$ cat config.mk
export PLATFORM = sky130hd
export DESIGN_NAME = ledwheel_pll_supervisor
export DESIGN_NICKNAME = d
export VERILOG_FILES = /design/src/rtl/ledwheel_pll_supervisor.sv
export SDC_FILE = /design/constraint.sdc
export NUM_CORES = 1
export LEC_CHECK = 0
export BUFFER_PORTS_ARGS = -buffer_cell sky130_fd_sc_hd__buf_2
export CAP_MARGIN = 0
export CORE_MARGIN = 2
export CORE_UTILIZATION = 50
export DETAILED_ROUTE_END_ITERATION = 16
export PLACE_DENSITY = 0.83
export SYNTH_ARGS = -nofsm -noshare
export SYNTH_HDL_FRONTEND = slang
export SYNTH_SLANG_ARGS = --single-unit
$ cat constraint.sdc
create_clock -name clk -period 1.72 [get_ports clk]
set_input_delay 0.344 -clock clk [delete_from_list [all_inputs] [get_ports clk]]
set_output_delay 0.344 -clock clk [all_outputs]
set_load 0.05 [all_outputs]
$ cat src/rtl/ledwheel_pll_supervisor.sv
// ledwheel_pll_supervisor: PLL reset sequencer and lock supervisor; define PLL_LOSS_COUNT_EN to build the lock-loss counter
module ledwheel_pll_supervisor #(
    parameter int HOLD_CYCLES   = 16,
    parameter int LOCK_TIMEOUT  = 4096,
    parameter int STABLE_CYCLES = 256,
    parameter int MAX_RETRIES   = 3
) (
    input  logic       clk,
    input  logic       reset,
    input  logic       pll_lock,
    output logic       pll_resetb,
    output logic       sys_resetn,
    output logic       locked,
    output logic       fault,
    output logic [3:0] retry_count,
    output logic [7:0] loss_count
);
    localparam int MAX_A = HOLD_CYCLES > LOCK_TIMEOUT ? HOLD_CYCLES : LOCK_TIMEOUT;
    localparam int MAX_P = MAX_A > STABLE_CYCLES ? MAX_A : STABLE_CYCLES;
    localparam int CW = $clog2(MAX_P + 1);
    typedef enum logic [2:0] {S_HOLD, S_WAIT, S_STABLE, S_RUN, S_FAULT} state_t;
    state_t state, state_nxt;
    logic [CW-1:0] cnt, cnt_nxt;
    logic [3:0] retry_nxt;
    logic lock_meta, lock_s;
    logic give_up, can_retry;
    logic pll_resetb_nxt, run_nxt, fault_nxt;
    // two-flop synchronizer for the asynchronous lock indication
    always_ff @(posedge clk) begin
        if (!reset) {lock_s, lock_meta} <= '0;
        else {lock_s, lock_meta} <= {lock_meta, pll_lock};
    end
    // state, cycle counter and retry counter
    always_ff @(posedge clk) begin
        if (!reset) begin
            state <= S_HOLD;
            cnt <= '0;
            retry_count <= '0;
        end else begin
            state <= state_nxt;
            cnt <= cnt_nxt;
            retry_count <= retry_nxt;
        end
    end
    assign can_retry = retry_count < 4'(MAX_RETRIES);
    assign give_up = !lock_s && (state == S_STABLE || (state == S_WAIT && cnt == CW'(LOCK_TIMEOUT - 1)));
    // next state: lock wins over timeout; losing lock while stabilising counts as a timeout
    always_comb begin
        state_nxt = state;
        cnt_nxt = cnt + CW'(1);
        retry_nxt = retry_count;
        case (state)
            S_HOLD: if (cnt == CW'(HOLD_CYCLES - 1)) begin
                state_nxt = S_WAIT;
                cnt_nxt = '0;
            end
            S_WAIT: if (lock_s) begin
                state_nxt = S_STABLE;
                cnt_nxt = '0;
            end
            S_STABLE: if (lock_s && cnt == CW'(STABLE_CYCLES - 1)) begin
                state_nxt = S_RUN;
                cnt_nxt = '0;
                retry_nxt = '0;
            end
            S_RUN: begin
                cnt_nxt = '0;
                if (!lock_s) state_nxt = S_HOLD;
            end
            default: cnt_nxt = '0;
        endcase
        if (give_up) begin
            state_nxt = can_retry ? S_HOLD : S_FAULT;
            cnt_nxt = '0;
            retry_nxt = can_retry ? retry_count + 4'd1 : retry_count;
        end
    end
    // output decode from the next state so the registered outputs track the state register
    always_comb begin
        pll_resetb_nxt = state_nxt == S_WAIT || state_nxt == S_STABLE || state_nxt == S_RUN;
        run_nxt = state_nxt == S_RUN;
        fault_nxt = state_nxt == S_FAULT;
    end
    // registered outputs, all deasserted under reset
    always_ff @(posedge clk) begin
        if (!reset) {pll_resetb, sys_resetn, locked, fault} <= '0;
        else {pll_resetb, sys_resetn, locked, fault} <= {pll_resetb_nxt, run_nxt, run_nxt, fault_nxt};
    end
`ifdef PLL_LOSS_COUNT_EN
    // saturating count of lock losses while running
    always_ff @(posedge clk) begin
        if (!reset) loss_count <= '0;
        else if (state == S_RUN && !lock_s && loss_count != 8'hFF) loss_count <= loss_count + 8'd1;
    end
`else
    assign loss_count = 8'h00;
`endif
endmodule

---- Yosys cells after proc, flatten, opt, wreduce, memory -nomap -nowiden ----
Index checks and enable logic that the tools add are counted.
word-level totals
  input bits .............................. 3
  output and inout bits ................... 16
  flip-flop bits (word level) ............. 25
  word-level logic and storage cells ...... 50
cells by class
  mux-type cells .......................... 15
  bitwise logic cells ..................... 1
  equal/unequal tests ..................... 11
  reductions and logical operators ........ 12
  magnitude comparators ................... 1
  add/sub/neg operators ................... 2
operator list
  kind                                                         number
  2-to-1 mux 13 bit                                            3
  one-hot mux 13 bit (3 select lines)                          1
  2-to-1 mux 3 bit                                             6
  2-to-1 mux 4 bit                                             4
  adder 13 x 1 -> 13 bit (second input constant)               1
  == test 13 x 12 -> 1 bit (second input constant)             1
  == test 13 x 4 -> 1 bit (second input constant)              1
  == test 13 x 8 -> 1 bit (second input constant)              1
  == test 3 x 2 -> 1 bit (second input constant)               4
  one-hot mux 3 bit (4 select lines)                           1
  == test 3 x 1 -> 1 bit (second input constant)               2
  adder 4 x 1 -> 4 bit (second input constant)                 1
  less-than comparator 4 x 2 -> 1 bit (second input constant)  1
  nonzero test 2 bit                                           2
  == test 3 bit (second input constant)                        1
  logical AND 1 bit                                            3
  logical NOT 3 bit                                            1
  logical OR 1 bit                                             3
  AND reduction 3 bit                                          1
  inequality test 2 x 1 -> 1 bit (second input constant)       1
  OR reduction 2 bit                                           1
  logical NOT 1 bit                                            1
  inverter 1 bit                                               1

---- Logic depth before layout (Yosys ltp) ----
Gate-level depths: netlist (run 1).
  depth in word-level cells ............... 8
  gate-level depth with buffers ........... 7

---- Worst setup path after synthesis (run 1) ----
No wires, ideal clock.
  path type ............................... register to register
  start point ............................. register cnt[0]
  end point ............................... register cnt[5]
  slack ................................... -43 ps
  path buffers ............................ 1
  library setup time ...................... 64 ps
  required time ........................... 1,656 ps
  stages on the path, launching flop included .. 8
  arrival ................................. 1,699 ps
  cell sequence ........................... dfxtp_1 -> ha_1 -> nand4_1 -> nor2_4 -> a311o_1 -> a211o_2 -> buf_4 -> nor2_1
between the ends
  word-level cells in the longest chain between the ends .. 5
  elaborated cells between the ends (all ways) .. 13
  those cells by class .................... add/sub (1); eq/ne (3); mux (4); reduce/logical (5)
ends and longest elaborated chain
  element                                                         line  source
  start: declaration                                              23    logic [CW-1:0] cnt, cnt_nxt;
  start signal: assignment                                        41    cnt <= cnt_nxt;
  branches (longest 5 deep; another with adder 13 x 1 -> 13 bit)  --
Parallel ways; which one is timed is not known.
A chain may end at the register's enable or synchronous reset.

---- Final worst setup path (run 1) ----
  start point ............................. register cnt[12]
  end point ............................... register cnt[3]
between the ends
  word-level cells in the longest chain between the ends .. 5
  elaborated cells between the ends (all ways) .. 11
  those cells by class .................... eq/ne (3); mux (3); reduce/logical (5)
ends and longest elaborated chain
  element
  branches (longest 5 deep; another with == test 13 x 8 -> 1 bit)
Parallel ways; which one is timed is not known.

==> flow_summary.json, run 1 <==
{
  "outcome": "finished, violations left",
  "antennaDiodeCount": 0,
  "grtUsageMet2_pct": 43.4,
  "worstHoldStart": "pll_lock",
  "pwr_density_cell_nw_per_um2": 571,
  "drv_slew": 0,
  "worstSetupPathType": "reg2reg",
  "synth_top_family_by_area": "simple AND/OR/NAND/NOR gates",
  "yosysWarningCount": 0,
  "finalNonFillerCells": 203,
  "p_int_uw": 707,
  "clk-insertion-delay-late_ns": 0.32,
  "syn-instance-count": 145,
  "rr_startpoint": "cnt[12]",
  "ys_ff_latch": 25,
  "nNetsFinal": 179,
  "ys.flop_type": "dfxtp_1",
  "cp.arrival_ns": 2.03,
  "finalHoldViolCount": 0,
  "drt_pre_antenna_iters": 4,
  "min_period_over_period_pct": 106,
  "crit_start": "cnt[12]",
  "report.final.setup_viol": 17,
  "grt_util_met3_pct": 6.83,
  "hold_class": "in2reg",
  "clockBufferDepth": 2,
  "wirelength_um": 3200,
  "cp.required_ns": 1.93,
  "hpwl_um": 1940,
  "synthAdderAreaFrac_pct": 1.97,
  "layout_common_cells": "dfxtp_1 (19), buf_4 (18), nor2_1 (10), buf_2 (10), nor2_2 (9)",
  "postRouteAntennaNets": 0,
  "ir_drop_mv": 0.648,
  "port_buffers": 10,
  "synth_edf_count": 0,
  "startpoint_type": "register",
  "start_util_pct": 51.8,
  "placed_cells": 192,
  "yosysSeqAreaShare_pct": 39.3,
  "violations": "setup timing",
  "htree_num_levels": 1,
  "tritoncts": "built",
  "antenna_found_initial": 0,
  "pin_count": 19,
  "cts-buffers-inserted": 3,
  "cp-end-kind": "register",
  "utilization_pct": 67.6,
  "track_usage_pct": 23.8,
  "p_seq_share_pct": 63.0,
  "busiest_layer": "met2",
  "clk_pin_slew_ns": 0.14,
  "cellLeakagePower_nw": 0.659,
  "layout_commonest_cell": "dfxtp_1",
  "p_sw_uw": 241,
  "period_needed_ns": 1.82,
  "coreArea_um2": 2450,
  "fin_ws_ns": -0.0960,
  "synthXorXnorAreaFrac_pct": 7.57,
  "grt_pass1_wl_um": 5000,
  "synthMuxAreaShare_pct": 2.46,
  "drive_gt1_share_pct": 42.2,
  "gp_routability_congestion": 0.913,
  "rows": 18,
  "synthSimpleGateAreaFrac_pct": 29.1,
  "wl_per_cell_um": 15.8,
  "netlist_area_um2": 1270,
  "grt_pass1_vias": 1094,
  "combPwrFrac_pct": 9.8,
  "area_growth_pct": 30.5,
  "synth_cell_types": 42,
  "met1_usage_pct": 26.4,
  "placed_cell_area_um2": 1410,
  "p_sw_share_pct": 25.5,
  "synth_async_sr_flop_share_pct": 0,
  "viasPerCell": 5.71,
  "holdBufCountCts": 0,
  "die_area_um2": 2960,
  "rsz0062_at_grt": "yes",
  "die_w_um": 54.4,
  "first_iter_violations": 30,
  "synth_compound_area_share_pct": 10.7,
  "syn-mean-instance-area_um2": 8.78,
  "cap_violations": 0,
  "crit_fanout": 7,
  "clkSinkCount": 25,
  "drc": 0,
  "finClkSkew_ns": 0.0148,
  "pwr-share-clk_pct": 27.2,
  "fmax_ghz": 0.551,
  "cts_root_buf": "clkbuf_4",
  "vias": 1159,
  "fin_area_um2": 1660,
  "grt-ovfl-total": 0,
  "dieHeight_um": 54.4,
  "grt_max_degree": 15,
  "setup_tns_ns": -1.15
}
power by group through the flow:
stage | Combinational (mW) | Sequential [mW] | Clock [mW]
6_report | 0.0926 | 0.598 | 0.258
5_1_grt | 0.102 | 0.599 | 0.292
4_1_cts | 0.0839 | 0.594 | 0.260
3_5_place_dp | 0.0778 | 0.606 | 0
3_3_place_gp | 0.0760 | 0.606 | 0
2_1_floorplan | 0.0771 | 0.605 | 0
critical path: stages (launching register included):
cell	delay, ns
dfxtp_2	0.34
or4_4	0.55
nor2_4	0.16
buf_6	0.13
a311o_1	0.25
a211o_4	0.23
nor2_1	0.06
layer usage:
metal,wire (µm),vias to the layer above
met5,0,-
met4,35,0
met3,143,4
met2,1760,38
met1,1260,559
li1,-,558
flip-flops by register name (all words and copies together), names as in the netlist:
signal       cells
cnt             13
retry_count      4
state            3
fault            1
lock_meta        1
lock_s           1
locked           1
pll_resetb       1
logic make-up after synthesis:
group,count (synthesis)
buffers and inverters,19
XOR/XNOR,11
flip-flops,25
multiplexers,3
AO/OA/AOI/OAI,19
AND/OR/NAND/NOR,65
other,1
adder cells (fa/ha/maj),2
area by class of cell:
type,count,area [µm²]
fill,197,795
inverter,4,15.0
sequential,25,508
multi-input combinational,109,855
timing repair buffer,31,219
clock buffer,4,26.3
tap,30,37.5
cell usage after synthesis (all sizes together) (3+ instances only):
| cell | n | area, µm² |
|---|---|---|
| dfxtp | 25 | 500 |
| nor2 | 21 | 93.8 |
| buf | 10 | 75.1 |
| xnor2 | 8 | 70.1 |
| a21oi | 6 | 37.5 |
| nand2 | 6 | 22.5 |
| nand3 | 6 | 30.0 |
| and3 | 5 | 31.3 |
| clkbuf | 5 | 18.8 |
| inv | 4 | 15.0 |
| nand4 | 4 | 25.0 |
| a31oi | 3 | 18.8 |
| and2 | 3 | 18.8 |
| nor3 | 3 | 15.0 |
| nor3b | 3 | 22.5 |
| nor4 | 3 | 18.8 |
| xor2 | 3 | 26.3 |
repair_timing:
item                                    in CTS  in global routing
pin swaps                                    8                 14
resized for setup                           15                 23
endpoints found under the setup margin      21                 22
buffers inserted                             3                  3
hold endpoints to repair                     0                  0
cloned                                       1                  0
stage by stage:
stage	total power, mW	hold WS, ns	setup WS [ns]
CTS	0.938	0.223	-0.0545
detailed placement	0.684	0.442	-0.0534
global placement	0.682	0.420	-0.00144
finish	0.948	0.219	-0.0960
floorplan	0.682	0.412	0.00505
global route	0.994	0.212	-0.115
final timing paths:
kind / slack [ns] / endpoint / cells past startpoint
worst max-delay path: -0.1 / cnt[3] / 6
worst min-delay path: 0.22 / lock_meta / 2
worst max register to register: -0.1 / cnt[3] / 6
worst min register to register: 0.47 / retry_count[2] / 2
Note: power is estimated with default switching activity, not from simulation.
==> inputs of run 2 (changes only) <==
- SETUP_SLACK_MARGIN: not set -> 0.05
- SKIP_LAST_GASP: not set -> 1
==> flow_summary.json, run 2 (same netlist as run 1, synthesis figures left out) <==
{
  "grt_max_degree": 17,
  "crit_chain": "ha_4 > nand4_1 > buf_4 > nor4_2 > o21a_2 > or4_4 > a21oi_2",
  "tritoncts": "built",
  "holdBufCountCts": 0,
  "drt_pre_antenna_iters": 4,
  "grt_pass1_vias": 1079,
  "pin_count": 19,
  "hold_class": "in2reg",
  "die_w_um": 54.4,
  "start_util_pct": 51.8,
  "rows": 18,
  "die_area_um2": 2960,
  "area_growth_pct": 29.7,
  "startpoint_type": "register",
  "finalHoldViolCount": 0,
  "cp-end-kind": "register",
  "port_buffers": 10,
  "drive_gt1_share_pct": 41.1,
  "htree_num_levels": 1,
  "clkSinkCount": 25,
  "critPathTopFamily": "simple AND/OR/NAND/NOR gates",
  "worstSetupPathType": "reg2reg",
  "fin_ws_ns": -0.0982,
  "ir_drop_mv": 0.541,
  "setup_tns_ns": -0.763,
  "viasPerCell": 5.63,
  "p_seq_share_pct": 60.5,
  "cp.arrival_ns": 2.10,
  "coreArea_um2": 2450,
  "p_sw_uw": 273,
  "grt_pass1_wl_um": 4750,
  "nNetsFinal": 181,
  "slowest_delay_ns": 0.54,
  "cts_root_buf": "clkbuf_4",
  "crit_slowest_cell": "or4_4",
  "cellLeakagePower_nw": 0.646,
  "track_usage_pct": 22.3,
  "placed_cells": 193,
  "fillers": 191,
  "layout_commonest_cell": "buf_4",
  "p_int_uw": 709,
  "finalNonFillerCells": 205,
  "hold_ws_ns": 0.194,
  "power_uw": 982,
  "wl_per_cell_um": 15.3,
  "post-place-ws_ns": -0.0730,
  "top_register": "cnt",
  "layout_common_cells": "buf_4 (23), dfxtp_1 (20), nor2_1 (14)",
  "pwr-share-clk_pct": 30.2,
  "clockBufferDepth": 2,
  "min_period_over_period_pct": 106,
  "p_sw_share_pct": 27.8,
  "clk-insertion-delay-late_ns": 0.35,
  "outcome": "finished, violations left",
  "grt-ovfl-total": 0,
  "crit_buf_inv": 1,
  "multi_input_area_um2": 835,
  "fmax_ghz": 0.550,
  "combPwrFrac_pct": 9.3,
  "cp.required_ns": 2.00,
  "wirelength_um": 3130,
  "first_iter_violations": 22,
  "clk_pin_slew_ns": 0.15,
  "period_needed_ns": 1.82,
  "cap_violations": 0,
  "rsz0062_at_grt": "yes",
  "antenna_found_initial": 0,
  "dieHeight_um": 54.4,
  "regArea_um2": 509,
  "reg.largest.list": "cnt: 13 flops, retry_count: 4 flops, state: 3 flops",
  "vias": 1154,
  "drc": 0,
  "hpwl_um": 1960,
  "finClkSkew_ns": 0.0118,
  "report.final.setup_viol": 16,
  "crit_fanout": 4,
  "cts-buffers-inserted": 3,
  "antennaDiodeCount": 0,
  "postRouteAntennaNets": 0,
  "pwr_density_cell_nw_per_um2": 595,
  "drv_slew": 0,
  "violations": "setup timing",
  "largest_reg_flops": 13,
  "gp_routability_congestion": 0.909
}
[run 2: changes by cell type in the layout (fill, tap and decap cells not counted), moves of 2 or more]
cell / delta
dfxtp_2: -2
buf_6: -3
nor2_4: +2
nor2_1: +4
nor2_2: -6
buf_4: +5
[run 2: repair_timing]
action	4_1_cts	5_1_grt
buffers inserted	5	2
pin swaps	6	5
gates cloned	0	1
endpoints found under the setup margin	19	22
resized for setup	15	14
[run 2: cell type report]
type,count,area share (%)
Multi-Input combinational cell,109,50.6
Sequential cell,25,30.9
Timing Repair Buffer,33,13.5
Tap cell,30,2.27
Clock buffer,3,1.36
Inverter,4,0.910
Clock inverter,1,0.531
[run 2: worst paths after layout]
| check | slack [ns] | from | end | cells past startpoint |
|---|---|---|---|---|
| setup / recovery | -0.1 | cnt[1] | state[0] | 7 |
| hold / removal | 0.19 | pll_lock | lock_meta | 2 |
| setup reg to reg | -0.1 | cnt[1] | state[0] | 7 |
| hold reg to reg | 0.46 | lock_meta | lock_s | 1 |
[run 2: through the flow]
step	utilization [%]	area, µm²
2_1_floorplan	-	1310
3_3_place_gp	57.8	1420
3_5_place_dp	57.8	1420
4_1_cts	63.9	1570
5_1_grt	67.2	1650
6_report	67.2	1650
[run 2: per-layer routing]
metal | global-route usage (%) | up-vias | routed length (µm)
met2 | 40.8 | 31 | 1630
li1 | - | 559 | -
met3 | 2.73 | 5 | 98
met4 | 10.4 | 0 | 58
met1 | 25.5 | 559 | 1340
met5 | 0 | - | 0
[run 2: power groups by stage]
stage	Sequential, mW	Combinational, mW	Clock (mW)
2_1_floorplan	0.605	0.0784	0
3_3_place_gp	0.605	0.0798	0
3_5_place_dp	0.606	0.0813	0
4_1_cts	0.594	0.0848	0.304
5_1_grt	0.596	0.101	0.319
6_report	0.595	0.0911	0.297
